## src/rtl/countdown_timer.sv

```systemverilog
// Loadable two-digit BCD countdown timer with a clock-enable prescaler.
// Counts down once per TICK_DIV cycles while running and holds DONE at 00.
module countdown_timer #(
    parameter int TICK_DIV = 50000000,
    parameter int CNT_W    = 26
) (
    input  logic       clk,
    input  logic       reset,
    input  logic       load,
    input  logic [3:0] load_tens,
    input  logic [3:0] load_ones,
    input  logic       start,
    input  logic       stop,
    output logic [3:0] ten_digits,
    output logic [3:0] one_digits,
    output logic       running,
    output logic       done,
    output logic       load_err
);

    typedef enum logic [1:0] {
        S_IDLE,
        S_RUN,
        S_PAUSED,
        S_DONE
    } state_t;

    localparam logic [CNT_W-1:0] TICK_MAX = CNT_W'(TICK_DIV - 1);

    state_t           state_q, state_d;
    logic [CNT_W-1:0] presc_q, presc_d;
    logic [3:0]       tens_q, tens_d;
    logic [3:0]       ones_q, ones_d;
    logic             running_q, running_d;
    logic             done_q, done_d;
    logic             load_err_q, load_err_d;

    logic             tick;
    logic             preset_ok;
    logic             at_zero;
    logic             start_v;
    logic             stop_v;
    logic [7:0]       dec;

    // Borrow from tens when ones is 0; 00 is a floor, never wraps to 99.
    function automatic logic [7:0] bcd_dec(input logic [3:0] t, input logic [3:0] o);
        if (o != 4'd0)
            return {t, o - 4'd1};
        else if (t != 4'd0)
            return {t - 4'd1, 4'd9};
        else
            return 8'h00;
    endfunction

    always_comb begin
        state_d    = state_q;
        presc_d    = presc_q;
        tens_d     = tens_q;
        ones_d     = ones_q;
        load_err_d = 1'b0;

        tick      = (state_q == S_RUN) && (presc_q == TICK_MAX);
        preset_ok = (load_tens <= 4'd9) && (load_ones <= 4'd9);
        at_zero   = (tens_q == 4'd0) && (ones_q == 4'd0);
        dec       = bcd_dec(tens_q, ones_q);
        start_v   = start && !stop && !load;
        stop_v    = stop && !load;

        if (load && preset_ok) begin
            tens_d  = load_tens;
            ones_d  = load_ones;
            presc_d = '0;
            state_d = S_IDLE;
        end else begin
            // A rejected load flags the error and otherwise lets counting carry on.
            load_err_d = load;
            case (state_q)
                S_IDLE: begin
                    if (start_v) begin
                        presc_d = '0;
                        state_d = at_zero ? S_DONE : S_RUN;
                    end
                end
                S_PAUSED: begin
                    if (start_v)
                        state_d = at_zero ? S_DONE : S_RUN;
                end
                S_RUN: begin
                    if (tick) begin
                        presc_d = '0;
                        tens_d  = dec[7:4];
                        ones_d  = dec[3:0];
                        if (dec == 8'h00)
                            state_d = S_DONE;
                        else if (stop_v)
                            state_d = S_PAUSED;
                    end else begin
                        presc_d = presc_q + CNT_W'(1);
                        if (stop_v)
                            state_d = S_PAUSED;
                    end
                end
                default: ;
            endcase
        end

        running_d = (state_d == S_RUN);
        done_d    = (state_d == S_DONE);
    end

    always_ff @(posedge clk or negedge reset) begin
        if (!reset) begin
            state_q    <= S_IDLE;
            presc_q    <= '0;
            tens_q     <= 4'd0;
            ones_q     <= 4'd0;
            running_q  <= 1'b0;
            done_q     <= 1'b0;
            load_err_q <= 1'b0;
        end else begin
            state_q    <= state_d;
            presc_q    <= presc_d;
            tens_q     <= tens_d;
            ones_q     <= ones_d;
            running_q  <= running_d;
            done_q     <= done_d;
            load_err_q <= load_err_d;
        end
    end

    assign ten_digits = tens_q;
    assign one_digits = ones_q;
    assign running    = running_q;
    assign done       = done_q;
    assign load_err   = load_err_q;

endmodule

```

## config.mk

```make
export PLATFORM = sky130hd
export DESIGN_NAME = countdown_timer
export DESIGN_NICKNAME = d
export VERILOG_FILES = /design/src/rtl/countdown_timer.sv
export SDC_FILE = /design/constraint.sdc
export NUM_CORES = 1
export LEC_CHECK = 0
export ABC_AREA = 1
export BUFFER_PORTS_ARGS = -buffer_cell sky130_fd_sc_hd__clkbuf_2
export CORE_AREA = 8 8 76 78
export DETAILED_ROUTE_END_ITERATION = 16
export DIE_AREA = 0 0 84 86
export GPL_ROUTABILITY_DRIVEN = 0
export GPL_TIMING_DRIVEN = 1
export HOLD_SLACK_MARGIN = 0.12
export PLACE_DENSITY = 0.83
export SETUP_SLACK_MARGIN = 0.4
export SLEW_MARGIN = 15
export SYNTH_ARGS = -nofsm -noshare
export SYNTH_HDL_FRONTEND = slang
export SYNTH_SLANG_ARGS = --single-unit
```

## constraint.sdc

```tcl
create_clock -name clk -period 1.81 [get_ports clk]
set_clock_uncertainty 0.15 [all_clocks]
set_input_delay 0.0905 -clock clk [delete_from_list [all_inputs] [get_ports clk]]
set_output_delay 0.0905 -clock clk [all_outputs]
set_load 0.01 [all_outputs]
```

# == Word level (Yosys, flattened, before mapping) ==
# Cells that the tools add are included.
# op_classes
n_addsub,3
order_cmp,2
n_eq_ne,6
muxes,20
n_reduce_logical,21
# op_table
cell,count
26-bit 2-to-1 mux,3
26-bit case mux with 2 select lines,1
"26-bit by 1-bit adder with 26-bit output, second input constant",1
"26-bit == test, second input constant",1
4-bit 2-to-1 mux,6
8-bit 2-to-1 mux,2
2-bit 2-to-1 mux,6
"4-bit less-or-equal comparator, second input constant",2
4-bit logical NOT,2
8-bit logical NOT,1
4-bit nonzero test,2
"4-bit by 1-bit subtractor with 4-bit output, second input constant",2
1-bit logical AND,7
"2-bit by 1-bit == test with 1-bit output, second input constant",2
"2-bit == test, second input constant",2
2-bit case mux with 2 select lines,1
2-bit AND reduction,2
2-bit nonzero test,2
"3-bit inequality test, second input constant",1
3-bit nonzero test,1
1-bit logical NOT,2
2-bit logical NOT,1
2-bit OR reduction,1
1-bit 2-to-1 mux,1
# totals
reg_bits,39
in_bits,13

# == Depth between registers and ports, before layout ==
# Gate-level depths: netlist (run 1).
# depth
word_depth,9
depth_mapped,12
depth_no_buf,12

# == Least setup slack after synthesis (run 1) ==
# No wires, ideal clock.
# synth_path
path_type,register -> register
start,register presc_q[0]
end,register presc_q[17]
arrival_time_ps,1411
required_ps,1591
setup_slack_ps,180
stages_incl_launch_ff,13
n_path_buf,0
period_less_slack_ps,1630
path_cell_list,dfrtp_1 ha_1 nand3_1 inv_2 nand2_1 nor2_4 nand2_2 nand2_4 inv_4 nand2_8 nand2_8 clkinv_8 nor2_2
# synth_between
elab_chain_len,5
word_cells_on_any_way,6
classes_between,1 x add/sub; 1 x eq/ne; 3 x mux; 1 x reduce/logical
# synth_rtl
element,line_no,source
start: declaration,31,"logic [CNT_W-1:0] presc_q, presc_d;"
start signal: assignment,122,presc_q <= presc_d;
branches (longest 2 deep; another with 26-bit by 1-bit adder with 26-bit output),n/a,
26-bit 2-to-1 mux *,89,if (tick) begin
26-bit case mux with 2 select lines *,77,case (state_q)
26-bit 2-to-1 mux *,69,if (load && preset_ok) begin
# Every way passes the cells marked *.
# A chain may end at the register's enable or synchronous reset.

# == Worst setup path after layout (run 1) ==
# layout_path
start,register presc_q[1]
end,register ones_q[1] (netlist: one_digits[1])
# layout_between
elab_chain_len,4
# layout_rtl
element,line_no,source
26-bit == test,62,tick = (state_q == S_RUN) && (presc_q == TICK_MAX);
1-bit logical AND,62,
2-bit nonzero test (no source line),n/a,
2-bit AND reduction (no source line),n/a,
end signal: assignment,124,ones_q <= ones_d;
end: declaration,33,"logic [3:0] ones_q, ones_d;"
# No other way between the ends.

==> impl_metrics.toml, run 1 <==
[place]
place_ws_ns = 0.0522
portBuffers = 23
place_inst = 462
place_hpwl_um = 5200

[synth]
synth_edf_count = 0
synth_top_area_share = 0.363
yosysWarnings = 0
ys_ff_latch = 39
synth_commonest_cells = "nand2_1, nor2_1, inv_1"
yosysSeqAreaShare = 0.363
synth.most_common_cell = "nand2_1"
synth-async-reset-ratio = 1.00
synth_cells = 373
synth_top_cell_by_area = "dfrtp_1"
synthesis.area_mm2 = 0.00269
syn_avg_cell_area_um2 = 7.20
synth.distinct_cells = 38
ys_top_cells_by_area = "dfrtp_1, nand2_1, nor2_1"
syn-num-nets = 387
ys.flop_type = "dfrtp_1"

[route]
drt-met1-wl_um = 3560
highest_layer = "met4"
viasPerCell = 6.42
dr.pass1.iters = 6
wl_um = 9960
antenna_left = 0
wl_per_cell_um = 19.7
vias = 3241
dr_wl_met3_um = 1180
drtIter0Drc = 608
drcViolationCount = 0
wl_met2_um = 4650

[floorplanning]
rows = 25
fp.dieW_um = 84
die_h_um = 86
io_pins = 24
start_util = 0.584
die_area_mm2 = 0.00722
core_mm2 = 0.00460

[finish]
fin_nets = 464
fill_cells = 243
drive_gt1_frac = 0.415
stdcell_count = 505
multi_input_area_mm2 = 0.00174
diodes = 0
area_growth_pct = 37.5
register_area_um2 = 983

[power]
p_seq_frac = 0.395
p_sw_uw = 950
switching_share = 0.363
intPower_uw = 1670
pwr-share-clk = 0.302
max-vdd-ir-drop_mv = 0.887
p_per_area_mw_per_mm2 = 709
leakagePower_uw = 0.00173
p_comb_frac = 0.303

[critical_path]
r2r_slack_ns = -0.13
cp_slowest_stage_delay_ns = 0.38
path_buf_inv = 2
worstSetupPathDepth = 10
crit_type = "reg -> reg"
cp_max_fo = 6
r2r_start = "presc_q[1]"
required_ns = 1.84
crit_path_frequent_cell = "nand3_2"
cp_top_family = "simple AND/OR/NAND/NOR gates"
worstSetupStartpointType = "flip-flop"
cpMaxStageDelayCell = "dfrtp_1"
startpoint = "presc_q[1]"
crit_chain = "ha_2 -> nand3_2 -> clkinv_4 -> nand2_4 -> nor2_4 -> nand3_2 -> inv_2 -> nand2_1 -> o21ai_0 -> a21oi_1"
cp-endpoint = "one_digits[1]"
regToRegEndpoint = "one_digits[1]"
crit_path_end_kind = "flip-flop"
reg2regPathDepth = 10
cp_data_arrival_time_ns = 1.97

[clocking]
cts_root_buf = "clkbuf_8"
clock-sinks = 39
htree_levels = 2
cts_tree = "done"
numCtsBuffers = 5
clockBufferDepth = 2
clk_latency_ns = 0.30
clk_pin_slew_ns = 0.08

[sta]
finalHoldViolations = 0
setup_violations = 15
drv_slew = 0
setup_slack_ns = -0.130
rsz0062_at_grt = "true"
fin_crit_sh = 1.07
max-slew-margin-rel = 0.645
fmax_mhz = 516
period_needed_ns = 1.94
worst_pin_slew_ns = 0.533

[global_route]
grt_max_degree = 40
grt_util_all_layers = 0.224
antenna_found_initial = 0
grt_pass1_vias = 2869
grt_pass1_wl_um = 13400
grt_remaining_overflow = 0

[outcome]
status = "finished, violations left"
violations = "negative setup slack"

[min_path]
hold_path_class = "in -> reg"

[flow_run]
maxCapViolations = 0
per-stage QoR:
step | power [uW] | instance area, um2 | setup TNS (ns) | hold WS, ns | util
floorplan | 1450 | 2700 | 0 | -0.355 | -
global placement | 1630 | 2970 | 0 | 0.0327 | 0.646
detailed placement | 1650 | 2970 | 0 | 0.0347 | 0.646
CTS | 2490 | 3400 | 0 | 0.127 | 0.739
global route | 2710 | 3690 | -1.86 | 0.197 | 0.803
finish | 2620 | 3690 | -0.342 | 0.156 | 0.803
tightest hold or removal path, cell delays in order:
cell     delay (ns)
buf_2          0.13
nand3_4        0.17
nand4_1        0.10
o21ai_1        0.07
registers in the layout, indices dropped and copies added, names as in the netlist:
name and flops:
done 1, state_q 2, running 1, load_err 1, ten_digits 4, presc_q 26, one_digits 4
power by group through the flow:
stage	sequential (uW)	clock, uW	combinational [uW]
after floorplan	1050	0	405
after global placement	1040	0	593
after detailed placement	1040	0	607
after CTS	1020	785	684
after global routing	1040	813	856
final	1030	789	794
worst min-delay path by stage:
stage | cells past startpoint | slack (ns) | from | end
global route | 7 | 0.20 | start | state_q[0]
global placement | 2 | 0.03 | reset | one_digits[0]
finish | 4 | 0.16 | load | presc_q[6]
floorplan | 0 | -0.36 | reset | done
detailed placement | 2 | 0.03 | reset | one_digits[3]
CTS | 4 | 0.13 | load | presc_q[16]
cells in the final DEF, fill, tap and decap left out, types with 7 or more instances in the layout:
master / instances
clkbuf_2: 22
inv_1: 33
nand2_1: 80
a21oi_1: 8
nor2_4: 17
nor2_1: 29
nand2_2: 19
dlygate4sd3_1: 12
dfrtp_1: 33
nor2_2: 21
inv_2: 13
nand3_1: 24
xor2_1: 7
o21ai_0: 7
nand4_1: 13
o21ai_1: 7
buf_4: 34
nand3_2: 7
layer usage:
layer	global-route usage	vias to the layer above
met1	0.267	1510
met5	0	-
met3	0.0455	78
met2	0.383	303
met4	0.0926	0
li1	-	1350
timing repair:
item,4_1_cts,5_1_grt
buffers inserted,10,11
endpoints found under the setup margin,38,39
hold endpoints to repair,49,0
cloned,1,0
pin swaps,9,17
resized for setup,30,66
hold buffers,13,0
logic make-up after synthesis:
logic type               share of synthesized area
buffers and inverters                       0.0899
flip-flops                                   0.363
AND/OR/NAND/NOR                              0.436
XOR/XNOR                                    0.0294
AO/OA/AOI/OAI                               0.0769
adder cells (fa/ha/maj)                    0.00466
cell type report:
class	instances	area share
clock buffer	6	0.0224
clock inverter	2	0.00949
inverter	51	0.0593
multi-input combinational	278	0.471
sequential	39	0.266
tap	54	0.0183
timing repair buffer	74	0.148
timing repair inverter	1	0.00441
Note: power is estimated with default switching activity, not from simulation.
==> run 2: changes to the inputs <==
--- a/config.mk
+++ b/config.mk
@@ -7,13 +7,15 @@
 export LEC_CHECK = 0
 export ABC_AREA = 1
 export BUFFER_PORTS_ARGS = -buffer_cell sky130_fd_sc_hd__clkbuf_2
-export CORE_AREA = 8 8 76 78
+export CELL_PAD_IN_SITES_DETAIL_PLACEMENT = 1
+export CELL_PAD_IN_SITES_GLOBAL_PLACEMENT = 1
+export CORE_AREA = 8 8 89 91
 export DETAILED_ROUTE_END_ITERATION = 16
-export DIE_AREA = 0 0 84 86
+export DIE_AREA = 0 0 97 99
 export GPL_ROUTABILITY_DRIVEN = 0
 export GPL_TIMING_DRIVEN = 1
 export HOLD_SLACK_MARGIN = 0.12
-export PLACE_DENSITY = 0.83
+export PLACE_DENSITY = 0.81
 export SETUP_SLACK_MARGIN = 0.4
 export SLEW_MARGIN = 15
 export SYNTH_ARGS = -nofsm -noshare
==> run 2 against run 1 <==
Against the previous run: the flow finishes with violations (negative hold slack, negative setup slack); register-to-register slack hardly changed; critical path depth rose by 1; final area rose by 2.5%; global-route usage down 3.8 points; sequential power hardly changed; clock power fell by 16%; critical endpoint is now presc_q[10]; highest routed layer unchanged.
==> impl_metrics.toml, run 2 (same netlist as run 1, synthesis figures left out) <==
[floorplanning]
rows = 30
fp.dieW_um = 97
die_area_mm2 = 0.00960
die_h_um = 99
io_pins = 24
core_mm2 = 0.00657
start_util = 0.409

[clocking]
clock-sinks = 39
htree_levels = 2
cts_root_buf = "clkbuf_8"
ctsHoldBuffers = 8
cts_tree = "done"
clk_pin_slew_ns = 0.08
clk_latency_ns = 0.29
numCtsBuffers = 5
clockBufferDepth = 2

[critical_path]
worstSetupStartpointType = "flip-flop"
reg2regPathDepth = 11
cp_data_arrival_time_ns = 1.96
crit_type = "reg -> reg"
required_ns = 1.84
crit_path_end_kind = "flip-flop"
cp_max_fo = 7

[global_route]
grt_pass1_wl_um = 14700
grt_util_met1 = 0.231
grt_busiest_layer = "met2"
use_met2 = 0.317
grt_util_all_layers = 0.186
grt_remaining_overflow = 0
antenna_found_initial = 0
grt_pass1_vias = 2954
met3_usage = 0.0294
grt_max_degree = 40

[power]
leakagePower_uw = 0.00174
power_uw = 2610
p_seq_frac = 0.404
switching_share = 0.379
intPower_uw = 1620
pwr-share-clk = 0.253
p_sw_uw = 990
p_per_area_mw_per_mm2 = 690
max-vdd-ir-drop_mv = 0.525
p_comb_frac = 0.344

[sta]
drv_slew = 0
setup_slack_ns = -0.121
setup_violations = 23
period_needed_ns = 1.93
worst_pin_slew_ns = 0.552
finalHoldViolations = 3
fmax_mhz = 518
max-slew-margin-rel = 0.632
rsz0062_at_grt = "true"
fin_crit_sh = 1.07
holdWs_ns = -0.0361

[place]
place_ws_ns = -0.0343
place_hpwl_um = 6340
portBuffers = 23

[min_path]
hold_path_class = "in -> reg"
hold_path_depth = 3

[outcome]
violations = "negative hold slack, negative setup slack"
status = "finished, violations left"

[route]
viasPerCell = 5.46
drtIter0Drc = 161
dr.pass1.iters = 4
wl_per_cell_um = 19.8
wl_um = 10400
antenna_left = 0
drcViolationCount = 0
vias = 2870

[finish]
drive_gt1_frac = 0.430
fin_nets = 459
regMostFlops = "presc_q"
fill_cells = 796
largest_reg_flops = 26
mostFrequentLayoutCells = "nand2_1, inv_1, buf_4, nor2_1, dfrtp_1"
layout_commonest_cell = "nand2_1"
area_growth_pct = 41.0
diodes = 0

[flow_run]
maxCapViolations = 0
-- run 2: changes by cell type in the layout (fill, tap and decap cells not counted), sizes merged --
cell | previous run | this run
bufinv | 1 | 0
dlymetal6s4s | 1 | 0
clkinv | 4 | 2
inv | 49 | 50
dlygate4sd3 | 12 | 8
clkbuf | 28 | 31
buf | 39 | 38
-- run 2: layer usage --
| metal | share of wire | routed length (um) | vias to the layer above |
|---|---|---|---|
| li1 | - | - | 1339 |
| met1 | 0.41 | 4230 | 1438 |
| met2 | 0.53 | 5540 | 72 |
| met3 | 0.035 | 369 | 21 |
| met4 | 0.026 | 267 | 0 |
| met5 | 0 | 0 | - |
-- run 2: path summary, 6_finish.rpt --
path | slack [ns] | endpoint | start
min in group asynchronous | 0.24 | presc_q[7] | reset
max | -0.12 | presc_q[10] | presc_q[5]
max reg2reg | -0.12 | presc_q[10] | presc_q[5]
max in group asynchronous | 0.83 | presc_q[15] | reset
min reg2reg | 0.44 | presc_q[1] | presc_q[1]
min | -0.04 | one_digits[1] | load_ones[1]
-- run 2: power groups by stage --
stage / Combinational [uW] / Sequential [uW] / Clock [uW]
floorplan: 405 / 1050 / 0
global placement: 654 / 1030 / 0
detailed placement: 687 / 1040 / 0
CTS: 787 / 1040 / 687
global route: 963 / 1060 / 711
finish: 898 / 1050 / 660
-- run 2: area by class of cell --
| type | instances | area, um2 | share of cell area |
|---|---|---|---|
| Multi-Input combinational cell | 278 | 1840 | 0.485 |
| Timing Repair inverter | 1 | 16.3 | 0.00430 |
| Inverter | 51 | 231 | 0.0611 |
| Clock buffer | 8 | 100 | 0.0264 |
| Sequential cell | 39 | 990 | 0.261 |
| Tap cell | 80 | 100 | 0.0264 |
| Timing Repair Buffer | 69 | 512 | 0.135 |
-- run 2: critical path, stage by stage (launching register included) --
cell,delay (ns)
dfrtp_1,0.45
nand2_2,0.13
nor2_1,0.23
nand2_2,0.11
nor2_4,0.19
nand2_4,0.09
nand2_4,0.09
inv_6,0.05
nand2_8,0.09
nand2_8,0.10
clkinv_8,0.10
nor2_2,0.04
-- run 2: through the flow --
| step | hold WS, ns | cell area (um2) | TNS (ns) | std cells | utilization |
|---|---|---|---|---|---|
| 2_1_floorplan | -0.355 | 2700 | 0 | 373 | - |
| 3_3_place_gp | 0.0488 | 3060 | 0 | 494 | 0.466 |
| 3_5_place_dp | 0.0496 | 3060 | -0.0343 | 494 | 0.466 |
| 4_1_cts | -0.0329 | 3460 | 0 | 517 | 0.527 |
| 5_1_grt | -0.0366 | 3790 | -3.43 | 526 | 0.576 |
| 6_report | -0.0361 | 3790 | -1.64 | 526 | 0.576 |
-- run 2: what timing repair did --
item                                   CTS  global route
setup endpoints to repair               38            38
resized for setup                       45            71
pin swaps                               12            31
buffers inserted                         6             9
cloned                                   1             0
endpoints found under the hold margin   49             5
==> run 3: changes to the inputs <==
==> constraint.sdc (replaced) <==
create_clock -name clk -period 2 [get_ports clk]
set_clock_uncertainty 0.15 [all_clocks]
set_input_delay 0.1 -clock clk [delete_from_list [all_inputs] [get_ports clk]]
set_output_delay 0.1 -clock clk [all_outputs]
set_load 0.01 [all_outputs]
==> run 3 against run 2 <==
Against the previous run: the run now ends clean; power decreased by 7.4%; critical path depth unchanged; flip-flop and latch count is the same.
==> impl_metrics.toml, run 3 (same netlist as run 1, synthesis figures left out) <==
[outcome]
status = "finished clean"

[sta]
finalHoldViolations = 0
rsz0062_at_grt = "true"
fin_crit_sh = 0.979
period_needed_ns = 1.96
setup_violations = 0
holdWs_ns = 0.128
worst_pin_slew_ns = 0.571
max-slew-margin-rel = 0.619
drv_slew = 0
fmax_mhz = 511

[floorplanning]
start_util = 0.409
rows = 30
io_pins = 24
die_h_um = 99
die_area_mm2 = 0.00960
core_mm2 = 0.00657
fp.dieW_um = 97

[finish]
fin_nets = 464
area_growth_pct = 40.0
mostFrequentLayoutCells = "nand2_1, inv_1, nor2_1, dfrtp_1, buf_4"
drive_gt1_frac = 0.410
regMostFlops = "presc_q"
final_core_util = 0.572
largest_reg_flops = 26
fin_area_mm2 = 0.00376
layout_commonest_cell = "nand2_1"
diodes = 0
fill_cells = 804

[critical_path]
crit_path_end_kind = "flip-flop"
crit_type = "reg -> reg"
startpoint = "presc_q[1]"
required_ns = 2.10
worstSetupStartpointType = "flip-flop"
cp_data_arrival_time_ns = 2.06
r2r_start = "presc_q[1]"
cp_max_fo = 5

[flow_run]
maxCapViolations = 0

[clocking]
cts_root_buf = "clkbuf_8"
clock-sinks = 39
clk_pin_slew_ns = 0.09
cts_tree = "done"
htree_levels = 2
clk_latency_ns = 0.32
numCtsBuffers = 5
clockBufferDepth = 2

[route]
antenna_left = 0
dr.pass1.iters = 4
wl_per_cell_um = 21.8
wl_um = 11600
vias = 3031
drcViolationCount = 0
drtIter0Drc = 206
viasPerCell = 5.71

[min_path]
hold_path_class = "in -> reg"
hold_start = "load"

[place]
place_hpwl_um = 6260
dpl-instance-area_mm2 = 0.00294
portBuffers = 23

[global_route]
met3_usage = 0.0322
grt_util_all_layers = 0.203
grt_pass1_wl_um = 16100
grt_remaining_overflow = 0
grt_busiest_layer = "met2"
use_met2 = 0.366
grt_util_met1 = 0.239
grt_pass1_vias = 3139
antenna_found_initial = 0
grt_max_degree = 19

[power]
max-vdd-ir-drop_mv = 0.550
leakagePower_uw = 0.00175
p_per_area_mw_per_mm2 = 643
[run 3: changes by cell type in the layout (fill, tap and decap cells not counted), moves of 3 or more]
| cell | before | now |
|---|---|---|
| dlygate4sd3_1 | 8 | 13 |
| nand2_1 | 79 | 82 |
| nor2_4 | 18 | 15 |
| dfrtp_1 | 28 | 31 |
| xor2_1 | 5 | 8 |
| dfrtp_2 | 11 | 8 |
| inv_2 | 7 | 12 |
| xor2_2 | 4 | 1 |
[run 3: layout make-up]
type                            count  area, um2  share of cell area
Sequential cell                    39        986               0.262
Tap cell                           80        100              0.0266
Multi-Input combinational cell    278       1760               0.468
Timing Repair inverter              1       16.3             0.00433
Timing Repair Buffer               74        578               0.154
Clock buffer                        8        100              0.0266
Inverter                           51        219              0.0582
[run 3: worst max-delay path: stages, from the launching register on]
cell      delay [ns]
dfrtp_1         0.43
ha_4            0.18
nand3_4         0.09
clkinv_4        0.09
nand2_2         0.09
nor2_1          0.17
nand2_1         0.11
nor3_2          0.20
nand2_1         0.14
nand2_1         0.09
nand2_1         0.07
nor2_2          0.07
[run 3: timing repair]
item | 4_1_cts | 5_1_grt
cloned | 1 | 0
endpoints found under the setup margin | 36 | 36
hold buffers | 13 | 0
buffers inserted | 19 | 11
resized for setup | 46 | 52
hold endpoints to repair | 49 | 0
pin swaps | 14 | 22
[run 3: final timing paths]
check	end	slack, ns	cells after the start
worst max-delay path	presc_q[20]	0.04	11
min in group asynchronous	one_digits[0]	0.16	2
max in group asynchronous	presc_q[13]	0.92	3
worst max register to register	presc_q[20]	0.04	11
worst min register to register	presc_q[5]	0.43	2
worst min-delay path	presc_q[11]	0.13	4
[run 3: where the power goes]
| group | internal, uW | switching [uW] | total (uW) |
|---|---|---|---|
| Sequential | 860 | 96.6 | 957 |
| Combinational | 288 | 527 | 815 |
| Clock | 316 | 331 | 647 |
[run 3: stage by stage]
stage	power, uW	worst slack [ns]	setup TNS, ns	std cells
finish	2420	0.0423	0	531
global placement	1490	0.227	0	479
global route	2500	-0.0843	-0.0843	531
floorplan	1310	0.398	0	373
detailed placement	1510	0.170	0	479
CTS	2250	0.267	0	520
[run 3: routing by layer]
| metal | vias up | wire length, um | part of all wire |
|---|---|---|---|
| met5 | - | 0 | 0 |
| met4 | 0 | 364 | 0.031 |
| met3 | 30 | 507 | 0.044 |
| met2 | 101 | 5900 | 0.51 |
| met1 | 1553 | 4800 | 0.41 |
| li1 | 1347 | - | - |
